===== config.mk =====
export PLATFORM = sky130hd
export DESIGN_NAME = blackparrot_fpga_host_mmio_pkt
export DESIGN_NICKNAME = d
export VERILOG_FILES = /design/src/rtl/blackparrot_fpga_host_mmio_pkt.sv
export SDC_FILE = /design/constraint.sdc
export NUM_CORES = 2
export LEC_CHECK = 0
export BUFFER_PORTS_ARGS = -buffer_cell sky130_fd_sc_hd__buf_2
export CAP_MARGIN = 5
export CORE_MARGIN = 8
export CORE_UTILIZATION = 54
export DETAILED_ROUTE_END_ITERATION = 6
export MAX_ROUTING_LAYER = met4
export PLACE_DENSITY_LB_ADDON = 0.12
export SYNTH_ARGS = -nofsm -noshare
export SYNTH_HDL_FRONTEND = slang
export SYNTH_SLANG_ARGS = --single-unit

===== constraint.sdc =====
create_clock -name s_axi_aclk -period 5.7 [get_ports s_axi_aclk]
set_clock_uncertainty 0.15 [all_clocks]
set_input_delay 1.14 -clock s_axi_aclk [delete_from_list [all_inputs] [get_ports s_axi_aclk]]
set_output_delay 1.14 -clock s_axi_aclk [all_outputs]
set_load 0.02 [all_outputs]

===== src/rtl/blackparrot_fpga_host_mmio_pkt.sv =====
// blackparrot_fpga_host_mmio_pkt
// Packetised MMIO host bridge for BlackParrot on FPGA. Each I/O request is
// serialised into a host request FIFO as header, address and data words; read
// responses are reassembled from the host response FIFO into one 64b reply.
// Optional feature macro: BP_HOST_MMIO_READ_TIMEOUT_EN (read timeout with a
// sticky flag). Without it reads wait indefinitely and mmio_timeout_o is 0.
module blackparrot_fpga_host_mmio_pkt #(
  parameter int data_width_p      = 64,
  parameter int addr_width_p      = 64,
  parameter int fifo_data_width_p = 32,
  parameter int req_els_p         = 64,
  parameter int resp_els_p        = 64,
  parameter int timeout_cycles_p  = 4096
) (
  input  logic                         s_axi_aclk,
  input  logic                         s_axi_aresetn,
  input  logic                         axi_v_i,
  input  logic                         axi_w_i,
  input  logic [2:0]                   axi_size_i,
  input  logic [addr_width_p-1:0]      axi_addr_i,
  input  logic [data_width_p-1:0]      axi_data_i,
  output logic                         axi_ready_and_o,
  output logic                         resp_v_o,
  output logic                         resp_w_o,
  output logic [data_width_p-1:0]      resp_data_o,
  input  logic                         resp_ready_and_i,
  output logic                         mmio_v_o,
  output logic [fifo_data_width_p-1:0] mmio_data_o,
  input  logic                         mmio_yumi_i,
  output logic [fifo_data_width_p-1:0] mmio_count_o,
  input  logic                         mmio_v_i,
  input  logic [fifo_data_width_p-1:0] mmio_data_i,
  output logic                         mmio_ready_and_o,
  output logic [fifo_data_width_p-1:0] mmio_resp_count_o,
  output logic                         mmio_timeout_o
);

  localparam int FW        = fifo_data_width_p;
  localparam int DW        = data_width_p;
  localparam int BEATS_MAX = DW / FW;
  localparam int BW        = $clog2(BEATS_MAX + 1);
  localparam int RQ_AW     = (req_els_p > 1) ? $clog2(req_els_p) : 1;
  localparam int RQ_CW     = $clog2(req_els_p + 1);
  localparam int RS_AW     = (resp_els_p > 1) ? $clog2(resp_els_p) : 1;
  localparam int RS_CW     = $clog2(resp_els_p + 1);
  localparam int AWC       = (addr_width_p < FW) ? addr_width_p : FW;

  typedef enum logic [2:0] {
    e_hdr   = 3'd0,
    e_addr  = 3'd1,
    e_wdata = 3'd2,
    e_wresp = 3'd3,
    e_rdata = 3'd4,
    e_rresp = 3'd5
  } state_e;

  // Number of host words carrying an (8<<size)-bit payload, at least one.
  function automatic logic [BW-1:0] beats_f(input logic [1:0] sz);
    int bits_v;
    int n_v;
    bits_v = 8 << sz;
    n_v    = bits_v / FW;
    return (n_v < 1) ? BW'(1) : BW'(n_v);
  endfunction

  // Keeps only the (8<<size) low bits of a bus-packed payload.
  function automatic logic [63:0] size_mask_f(input logic [1:0] sz);
    case (sz)
      2'd0:    return 64'h0000_0000_0000_00FF;
      2'd1:    return 64'h0000_0000_0000_FFFF;
      2'd2:    return 64'h0000_0000_FFFF_FFFF;
      default: return 64'hFFFF_FFFF_FFFF_FFFF;
    endcase
  endfunction

  // Replicates the low (8<<size) bits across the 64b response.
  function automatic logic [63:0] fill_f(input logic [1:0] sz, input logic [63:0] v);
    case (sz)
      2'd0:    return {8{v[7:0]}};
      2'd1:    return {4{v[15:0]}};
      2'd2:    return {2{v[31:0]}};
      default: return v;
    endcase
  endfunction

  state_e             state_r, state_n_s;
  logic [BW-1:0]      beat_cnt_r;
  logic [DW-1:0]      rdata_r;
  logic [BW-1:0]      beats_s;
  logic               last_beat_s;
  logic [FW-1:0]      hdr_word_s, addr_word_s, wbeat_s;
  logic [DW-1:0]      wdata_packed_s;
  logic               req_enq_req_s, req_enq_s, req_deq_s, req_ready_s;
  logic [FW-1:0]      req_word_s;
  logic               resp_enq_s, resp_deq_s, resp_empty_s;
  logic [FW-1:0]      resp_head_s;
  logic               timeout_hit_s, timed_out_s;
  logic               unused_s;

  // Request FIFO storage and bookkeeping
  logic [FW-1:0]      req_mem_r [req_els_p];
  logic [RQ_AW-1:0]   req_wptr_r, req_rptr_r;
  logic [RQ_CW-1:0]   req_cnt_r;

  // Response FIFO storage and bookkeeping
  logic [FW-1:0]      resp_mem_r [resp_els_p];
  logic [RS_AW-1:0]   resp_wptr_r, resp_rptr_r;
  logic [RS_CW-1:0]   resp_cnt_r;

  assign unused_s = ^{axi_size_i, axi_addr_i};

  // ---------------------------------------------------------------------------
  // Request FIFO: a full FIFO still accepts a word when the head leaves in the
  // same cycle, so the occupancy holds at depth instead of stalling.
  assign req_deq_s    = mmio_yumi_i & (req_cnt_r != '0);
  assign req_ready_s  = (req_cnt_r != RQ_CW'(req_els_p)) | req_deq_s;
  assign req_enq_s    = req_enq_req_s & req_ready_s;
  assign mmio_v_o     = (req_cnt_r != '0);
  assign mmio_data_o  = req_mem_r[req_rptr_r];
  assign mmio_count_o = FW'(req_cnt_r);

  // Request FIFO word storage (no reset needed; validity tracked by count)
  always_ff @(posedge s_axi_aclk) begin
    if (req_enq_s) begin
      req_mem_r[req_wptr_r] <= req_word_s;
    end
  end

  // Request FIFO pointers and saturating occupancy counter
  always_ff @(posedge s_axi_aclk or negedge s_axi_aresetn) begin
    if (!s_axi_aresetn) begin
      req_wptr_r <= '0;
      req_rptr_r <= '0;
      req_cnt_r  <= '0;
    end else begin
      if (req_enq_s) begin
        req_wptr_r <= (req_wptr_r == RQ_AW'(req_els_p - 1)) ? '0 : req_wptr_r + RQ_AW'(1);
      end
      if (req_deq_s) begin
        req_rptr_r <= (req_rptr_r == RQ_AW'(req_els_p - 1)) ? '0 : req_rptr_r + RQ_AW'(1);
      end
      case ({req_enq_s, req_deq_s})
        2'b10:   req_cnt_r <= (req_cnt_r == RQ_CW'(req_els_p)) ? req_cnt_r : req_cnt_r + RQ_CW'(1);
        2'b01:   req_cnt_r <= req_cnt_r - RQ_CW'(1);
        default: req_cnt_r <= req_cnt_r;
      endcase
    end
  end

  // ---------------------------------------------------------------------------
  // Response FIFO: host pushes words, the FSM pops them in e_rdata.
  assign mmio_ready_and_o  = (resp_cnt_r != RS_CW'(resp_els_p));
  assign resp_enq_s        = mmio_v_i & mmio_ready_and_o;
  assign resp_empty_s      = (resp_cnt_r == '0);
  assign resp_head_s       = resp_mem_r[resp_rptr_r];
  assign mmio_resp_count_o = FW'(resp_cnt_r);

  // Response FIFO word storage
  always_ff @(posedge s_axi_aclk) begin
    if (resp_enq_s) begin
      resp_mem_r[resp_wptr_r] <= mmio_data_i;
    end
  end

  // Response FIFO pointers and occupancy counter
  always_ff @(posedge s_axi_aclk or negedge s_axi_aresetn) begin
    if (!s_axi_aresetn) begin
      resp_wptr_r <= '0;
      resp_rptr_r <= '0;
      resp_cnt_r  <= '0;
    end else begin
      if (resp_enq_s) begin
        resp_wptr_r <= (resp_wptr_r == RS_AW'(resp_els_p - 1)) ? '0 : resp_wptr_r + RS_AW'(1);
      end
      if (resp_deq_s) begin
        resp_rptr_r <= (resp_rptr_r == RS_AW'(resp_els_p - 1)) ? '0 : resp_rptr_r + RS_AW'(1);
      end
      case ({resp_enq_s, resp_deq_s})
        2'b10:   resp_cnt_r <= (resp_cnt_r == RS_CW'(resp_els_p)) ? resp_cnt_r : resp_cnt_r + RS_CW'(1);
        2'b01:   resp_cnt_r <= resp_cnt_r - RS_CW'(1);
        default: resp_cnt_r <= resp_cnt_r;
      endcase
    end
  end

  // ---------------------------------------------------------------------------
  // Packet fields derived from the held request
  assign beats_s        = beats_f(axi_size_i[1:0]);
  assign last_beat_s    = (beat_cnt_r == (beats_s - BW'(1)));
  assign hdr_word_s     = FW'({axi_addr_i[2:0], axi_size_i[1:0], axi_w_i});
  assign addr_word_s    = FW'(axi_addr_i[AWC-1:0]);
  assign wdata_packed_s = (axi_data_i >> {axi_addr_i[2:0], 3'b000}) & size_mask_f(axi_size_i[1:0]);

  // Select the write beat for the current beat counter, low beat first
  always_comb begin
    wbeat_s = '0;
    for (int b = 0; b < BEATS_MAX; b++) begin
      wbeat_s = (beat_cnt_r == BW'(b)) ? wdata_packed_s[b*FW +: FW] : wbeat_s;
    end
  end

  // ---------------------------------------------------------------------------
  // Read timeout (optional)
`ifdef BP_HOST_MMIO_READ_TIMEOUT_EN
  localparam int TW = $clog2(timeout_cycles_p + 1);
  logic [TW-1:0] tcnt_r;
  logic          timed_out_r;
  logic          timeout_flag_r;

  assign timeout_hit_s  = (state_r == e_rdata) & resp_empty_s & (tcnt_r == TW'(timeout_cycles_p - 1));
  assign timed_out_s    = timed_out_r;
  assign mmio_timeout_o = timeout_flag_r;

  // Idle-wait counter, per-transaction timeout marker and sticky flag
  always_ff @(posedge s_axi_aclk or negedge s_axi_aresetn) begin
    if (!s_axi_aresetn) begin
      tcnt_r         <= '0;
      timed_out_r    <= 1'b0;
      timeout_flag_r <= 1'b0;
    end else begin
      if ((state_r == e_rdata) && resp_empty_s && !timeout_hit_s) begin
        tcnt_r <= tcnt_r + TW'(1);
      end else begin
        tcnt_r <= '0;
      end
      if (timeout_hit_s) begin
        timed_out_r <= 1'b1;
      end else if (state_r == e_hdr) begin
        timed_out_r <= 1'b0;
      end else begin
        timed_out_r <= timed_out_r;
      end
      timeout_flag_r <= timeout_flag_r | timeout_hit_s;
    end
  end
`else
  assign timeout_hit_s  = 1'b0;
  assign timed_out_s    = 1'b0;
  assign mmio_timeout_o = 1'b0;
`endif

  // ---------------------------------------------------------------------------
  // FSM state register
  always_ff @(posedge s_axi_aclk or negedge s_axi_aresetn) begin
    if (!s_axi_aresetn) begin
      state_r <= e_hdr;
    end else begin
      state_r <= state_n_s;
    end
  end

  // FSM next-state logic; every enqueue waits on request FIFO space
  always_comb begin
    state_n_s = state_r;
    case (state_r)
      e_hdr:   state_n_s = (axi_v_i && req_ready_s) ? e_addr : e_hdr;
      e_addr:  state_n_s = req_ready_s ? (axi_w_i ? e_wdata : e_rdata) : e_addr;
      e_wdata: state_n_s = (req_ready_s && last_beat_s) ? e_wresp : e_wdata;
      e_wresp: state_n_s = resp_ready_and_i ? e_hdr : e_wresp;
      e_rdata: state_n_s = ((resp_deq_s && last_beat_s) || timeout_hit_s) ? e_rresp : e_rdata;
      e_rresp: state_n_s = resp_ready_and_i ? e_hdr : e_rresp;
      default: state_n_s = e_hdr;
    endcase
  end

  // FSM outputs: FIFO enqueue/dequeue requests and the response channel
  always_comb begin
    req_enq_req_s   = 1'b0;
    req_word_s      = '0;
    resp_deq_s      = 1'b0;
    resp_v_o        = 1'b0;
    resp_w_o        = 1'b0;
    resp_data_o     = '0;
    axi_ready_and_o = 1'b0;
    case (state_r)
      e_hdr: begin
        req_enq_req_s = axi_v_i;
        req_word_s    = hdr_word_s;
      end
      e_addr: begin
        req_enq_req_s = 1'b1;
        req_word_s    = addr_word_s;
      end
      e_wdata: begin
        req_enq_req_s = 1'b1;
        req_word_s    = wbeat_s;
      end
      e_wresp: begin
        resp_v_o        = 1'b1;
        resp_w_o        = 1'b1;
        axi_ready_and_o = resp_ready_and_i;
      end
      e_rdata: begin
        resp_deq_s = !resp_empty_s;
      end
      e_rresp: begin
        resp_v_o        = 1'b1;
        resp_data_o     = timed_out_s ? '1 : fill_f(axi_size_i[1:0], rdata_r);
        axi_ready_and_o = resp_ready_and_i;
      end
      default: begin
        req_enq_req_s = 1'b0;
      end
    endcase
  end

  // Beat counter for both directions and the read assembly register
  always_ff @(posedge s_axi_aclk or negedge s_axi_aresetn) begin
    if (!s_axi_aresetn) begin
      beat_cnt_r <= '0;
      rdata_r    <= '0;
    end else if ((state_r == e_wdata) && req_enq_s) begin
      beat_cnt_r <= last_beat_s ? '0 : beat_cnt_r + BW'(1);
    end else if (resp_deq_s) begin
      for (int b = 0; b < BEATS_MAX; b++) begin
        if (beat_cnt_r == BW'(b)) begin
          rdata_r[b*FW +: FW] <= resp_head_s;
        end
      end
      beat_cnt_r <= last_beat_s ? '0 : beat_cnt_r + BW'(1);
    end else if (state_r == e_hdr) begin
      beat_cnt_r <= '0;
    end
  end

endmodule


==> results by group <==
Worst setup path
  – Crit path launch type: register
  – FF-to-FF Start: beat_cnt_r[1]
  – Arrival time at the worst endpoint: 4.30 ns
  – Register-to-Register Path Depth: 6
  – Max FO, Critical Path: 24
  – Type of element capturing the critical path: output port
  – R2r setup slk: 1.23 ns
  – Crit Path Class: register to output port
  – Data required, critical path: 4.41 ns
  – Reg-to-reg endpoint: req_mem_r[24][30]

Global route
  – Largest net degree at the start of global routing: 125
  – Global-route wire length before repair: 598000 um
  – Gr usage total: 26.2%
  – Initial antenna violation count: 17
  – Remaining global-route overflow: 0
  – Vias in the first global route: 83100

Power and ir drop
  – Combinational Power Share: 29.8%
  – Maximum VDD drop: 0.000450 V
  – Switch share: 31.6%
  – Leak pwr: 60.2 nW
  – Pwr Total: 92.2 mW
  – Pwr Density: 496 nW/um2
  – P_sw: 29.2 mW
  – Seq pwr share: 41.7%
  – Clock power frac: 28.6%
  – Int Pwr: 63.0 mW

Layout
  – Final Util: 61.4%
  – Post-Layout Inst Area: 186000 um2
  – Layout cell share with drive strength beyond 1: 27.5%
  – NumNets Final: 8550
  – Area growth syn-to-layout: 13.1%

Yosys
  – Ys Warns: 0
  – Post-synth ARST share: 2.55%
  – Cells after Synth: 7799
  – Mapped Avg Cell Area: 21.1 um2
  – Mapped Area: 164000 um2
  – Post-synth EDFFs: 4096
  – Top cells by area, synth: edfxtp_1 (75%), mux4_2 (13%), mux2i_1 (3.3%), dfrtp_1 (1.6%), a22oi_1 (0.85%)
  – Synth Register Bits: 4203
  – Area share of the largest cell type after synthesis: 74.8%
  – Leading area contributor after synthesis: edfxtp_1
  – Top_reg_cell synth: edfxtp_1
  – Count of cell types in the netlist: 64
  – Register area share after synthesis: 76.4%

Clock tree
  – Worst skew pair latency: 0.95 ns
  – Postcts setup bufs: 0
  – CTS Buf Count: 414
  – Num Clock Sinks: 4203
  – H-Tree Depth: 5
  – TritonCTS clock tree: done
  – Post-CTS Resized: 0
  – Clock root buffer: clkbuf_16
  – CTS Hold Bufs: 0
  – Clock tree buffer depth: 4
  – Clock Pin Slew Worst Setup and Hold Paths: 0.06 ns

Floorplan
  – Core Region: 303000 um2
  – Die area: 322000 um2
  – Chip width: 568 um
  – Die Span Y: 568 um
  – Starting Density: 54.3%
  – Boundary pin count: 336
  – Row Count: 202

Placed design
  – Routability Congestion: 0.890
  – IO buf count: 251
  – Placed Area: 173000 um2
  – Post-Place Setup Slack: 0.931 ns
  – HPWL Detailed: 247000 um

Routing
  – DRT Pass-1 Iters: 6
  – Post-route ant nets: 0
  – Vias per cell: 6.42
  – Detailed Route WL: 418000 um
  – DR DRC count: 0
  – Wirelength per Cell: 33.0 um
  – DRT iter0 DRCs: 8858
  – Vias post-DR: 81400

Timing
  – Final setup viols: 0
  – Tmin final: 5.59 ns
  – Final Slew Violations: 0
  – Hold slack: 0.205 ns
  – Worst rel slew slack: 11.9%
  – Period Utilization, post-route: 98.1%
  – Fmax: 179 MHz
  – Final hold violations: 0
  – Setup ws final: 0.111 ns
  – Worst-Margin Slew: 1.32 ns

Outcome
  – Outcome: finished clean

Flow run
  – Max-Cap Viols: 0

Hold path
  – Hold Path Class: primary input to async pin
==> registers in the layout, summed over array words and instances, names as in the netlist <==
signal       cells
req_wptr_r       6
beat_cnt_r       2
req_rptr_r       6
resp_rptr_r      6
req_cnt_r        7
resp_wptr_r      6
rdata_r         64
req_mem_r     2048
resp_mem_r    2048
state_r          3
resp_cnt_r       7
==> cell families (layout without fill, tap and decap cells) <==
kind of cell / count (synthesis) / after routing / synth area share (%)
compound gates: 801 / 801 / 3.24
xor+xnor: 22 / 22 / 0.117
fa+ha+maj: 18 / 18 / 0.146
buf+inv: 542 / 1387 / 1.62
flops: 4203 / 4203 / 76.4
mux: 1530 / 1530 / 16.6
other cells: 1 / 62 / 0.00228
simple gates: 682 / 682 / 1.88
==> metrics by stage <==
step / std cells / TNS (ns)
6_report: 12700 / 0
5_1_grt: 12700 / -0.000782
4_1_cts: 12700 / 0
3_5_place_dp: 11900 / 0
3_3_place_gp: 11900 / 0
2_1_floorplan: 7849 / 0
==> critical path, stage by stage (launching register included) <==
cell and delay, ns:
dfrtp_4 0.72, buf_12 0.28, buf_12 0.26, mux4_2 0.54
mux4_2 0.53, o22ai_1 0.62, nor2_1 0.16, buf_2 0.21
==> power groups by stage <==
stage | clock network (mW) | registers [mW] | logic (mW)
3_5_place_dp | 0 | 39.0 | 27.7
5_1_grt | 27.8 | 38.5 | 29.0
6_report | 26.3 | 38.4 | 27.4
4_1_cts | 26.7 | 38.4 | 27.7
3_3_place_gp | 0 | 38.9 | 27.3
2_1_floorplan | 0 | 38.4 | 17.8
==> synthesized netlist by cell type (3+ instances only) <==
cell      count
and2_0        3
a22oi_1     186
inv_1        29
nor2_1      244
mux2i_1     534
dfrtp_1     107
nand3_1      70
o211ai_1      6
nand2b_1     17
a211oi_1     96
and2_1        7
o31ai_1       7
a22o_1       36
ha_1         16
or3b_2        5
nor2b_1      46
nand3b_1      8
buf_6         7
a21o_1        6
edfxtp_1   4096
buf_1        33
xnor2_1      17
nor3_1       46
mux2_2       45
buf_4        98
xor2_1        5
a21oi_1     125
clkbuf_1    212
buf_2       162
or4_1         3
o221ai_1     27
a31oi_1      30
a32o_1        3
or2_2         4
and3_1       14
nand4_1       5
nand2_1     188
mux4_2      950
o22ai_1     133
a41oi_1      11
o21ai_0     118
or3_1        15
==> layout by cell type, fill, tap and decap left out, types with 9 or more instances in the layout <==
cell	synthesis	final
o221ai_1	27	27
a41oi_1	11	11
diode_2	0	11
clkinv_1	1	94
dfrtp_1	107	95
nor2_4	0	131
mux2i_1	534	534
nor2b_1	46	39
clkbuf_16	0	421
buf_4	98	305
buf_2	162	249
nor3_1	46	44
a31oi_1	30	30
mux2_2	45	45
dfrtp_4	0	9
or3_1	15	14
edfxtp_1	4096	4096
clkinv_2	0	91
a22o_1	36	22
nand2_2	1	10
clkbuf_1	212	78
mux4_2	950	950
and3_1	14	14
a22o_2	0	14
a211oi_1	96	96
a22oi_1	186	186
o21ai_0	118	109
bufinv_16	0	31
conb_1	1	51
buf_12	0	51
o22ai_1	133	130
inv_1	29	29
nand2_1	188	179
a21oi_1	125	125
clkinvlp_4	0	9
ha_1	16	16
nor2_1	244	112
nand2b_1	17	17
nand3_1	70	70
xnor2_1	17	17
==> how the worst max path moves through the flow <==
stage	from	slack [ns]	cells past startpoint	to
6_report	req_rptr_r[0]	0.11	7	mmio_data_o[8]
5_1_grt	req_rptr_r[0]	-0.0008	7	mmio_data_o[8]
4_1_cts	req_rptr_r[0]	0.002	7	mmio_data_o[22]
3_5_place_dp	axi_addr_i[2]	0.93	5	req_mem_r[2][30]
3_3_place_gp	req_rptr_r[0]	1.03	7	mmio_data_o[2]
2_1_floorplan	axi_addr_i[0]	0.87	8	req_mem_r[0][3]
==> layer usage <==
metal	GRT usage [%]	routed length (um)	vias to the layer above	part of all wire, %
met5	-	0	-	0
met4	8.40	15200	0	3.6
met3	3.18	26500	729	6.3
met2	43.9	214000	3301	51
met1	34.0	162000	43700	39
li1	-	-	33700	-
==> area by class of cell <==
type / count / area [um2]
clock inverters: 246 / 2160
clock buffers: 502 / 10900
inverters: 30 / 113
repair buffers: 609 / 4620
fillers: 21100 / 117000
well taps: 3978 / 4980
multi-input cells: 3104 / 37500
flip-flops and latches: 4203 / 126000
diodes: 11 / 27.5
(Power assumes the default switching activity.)
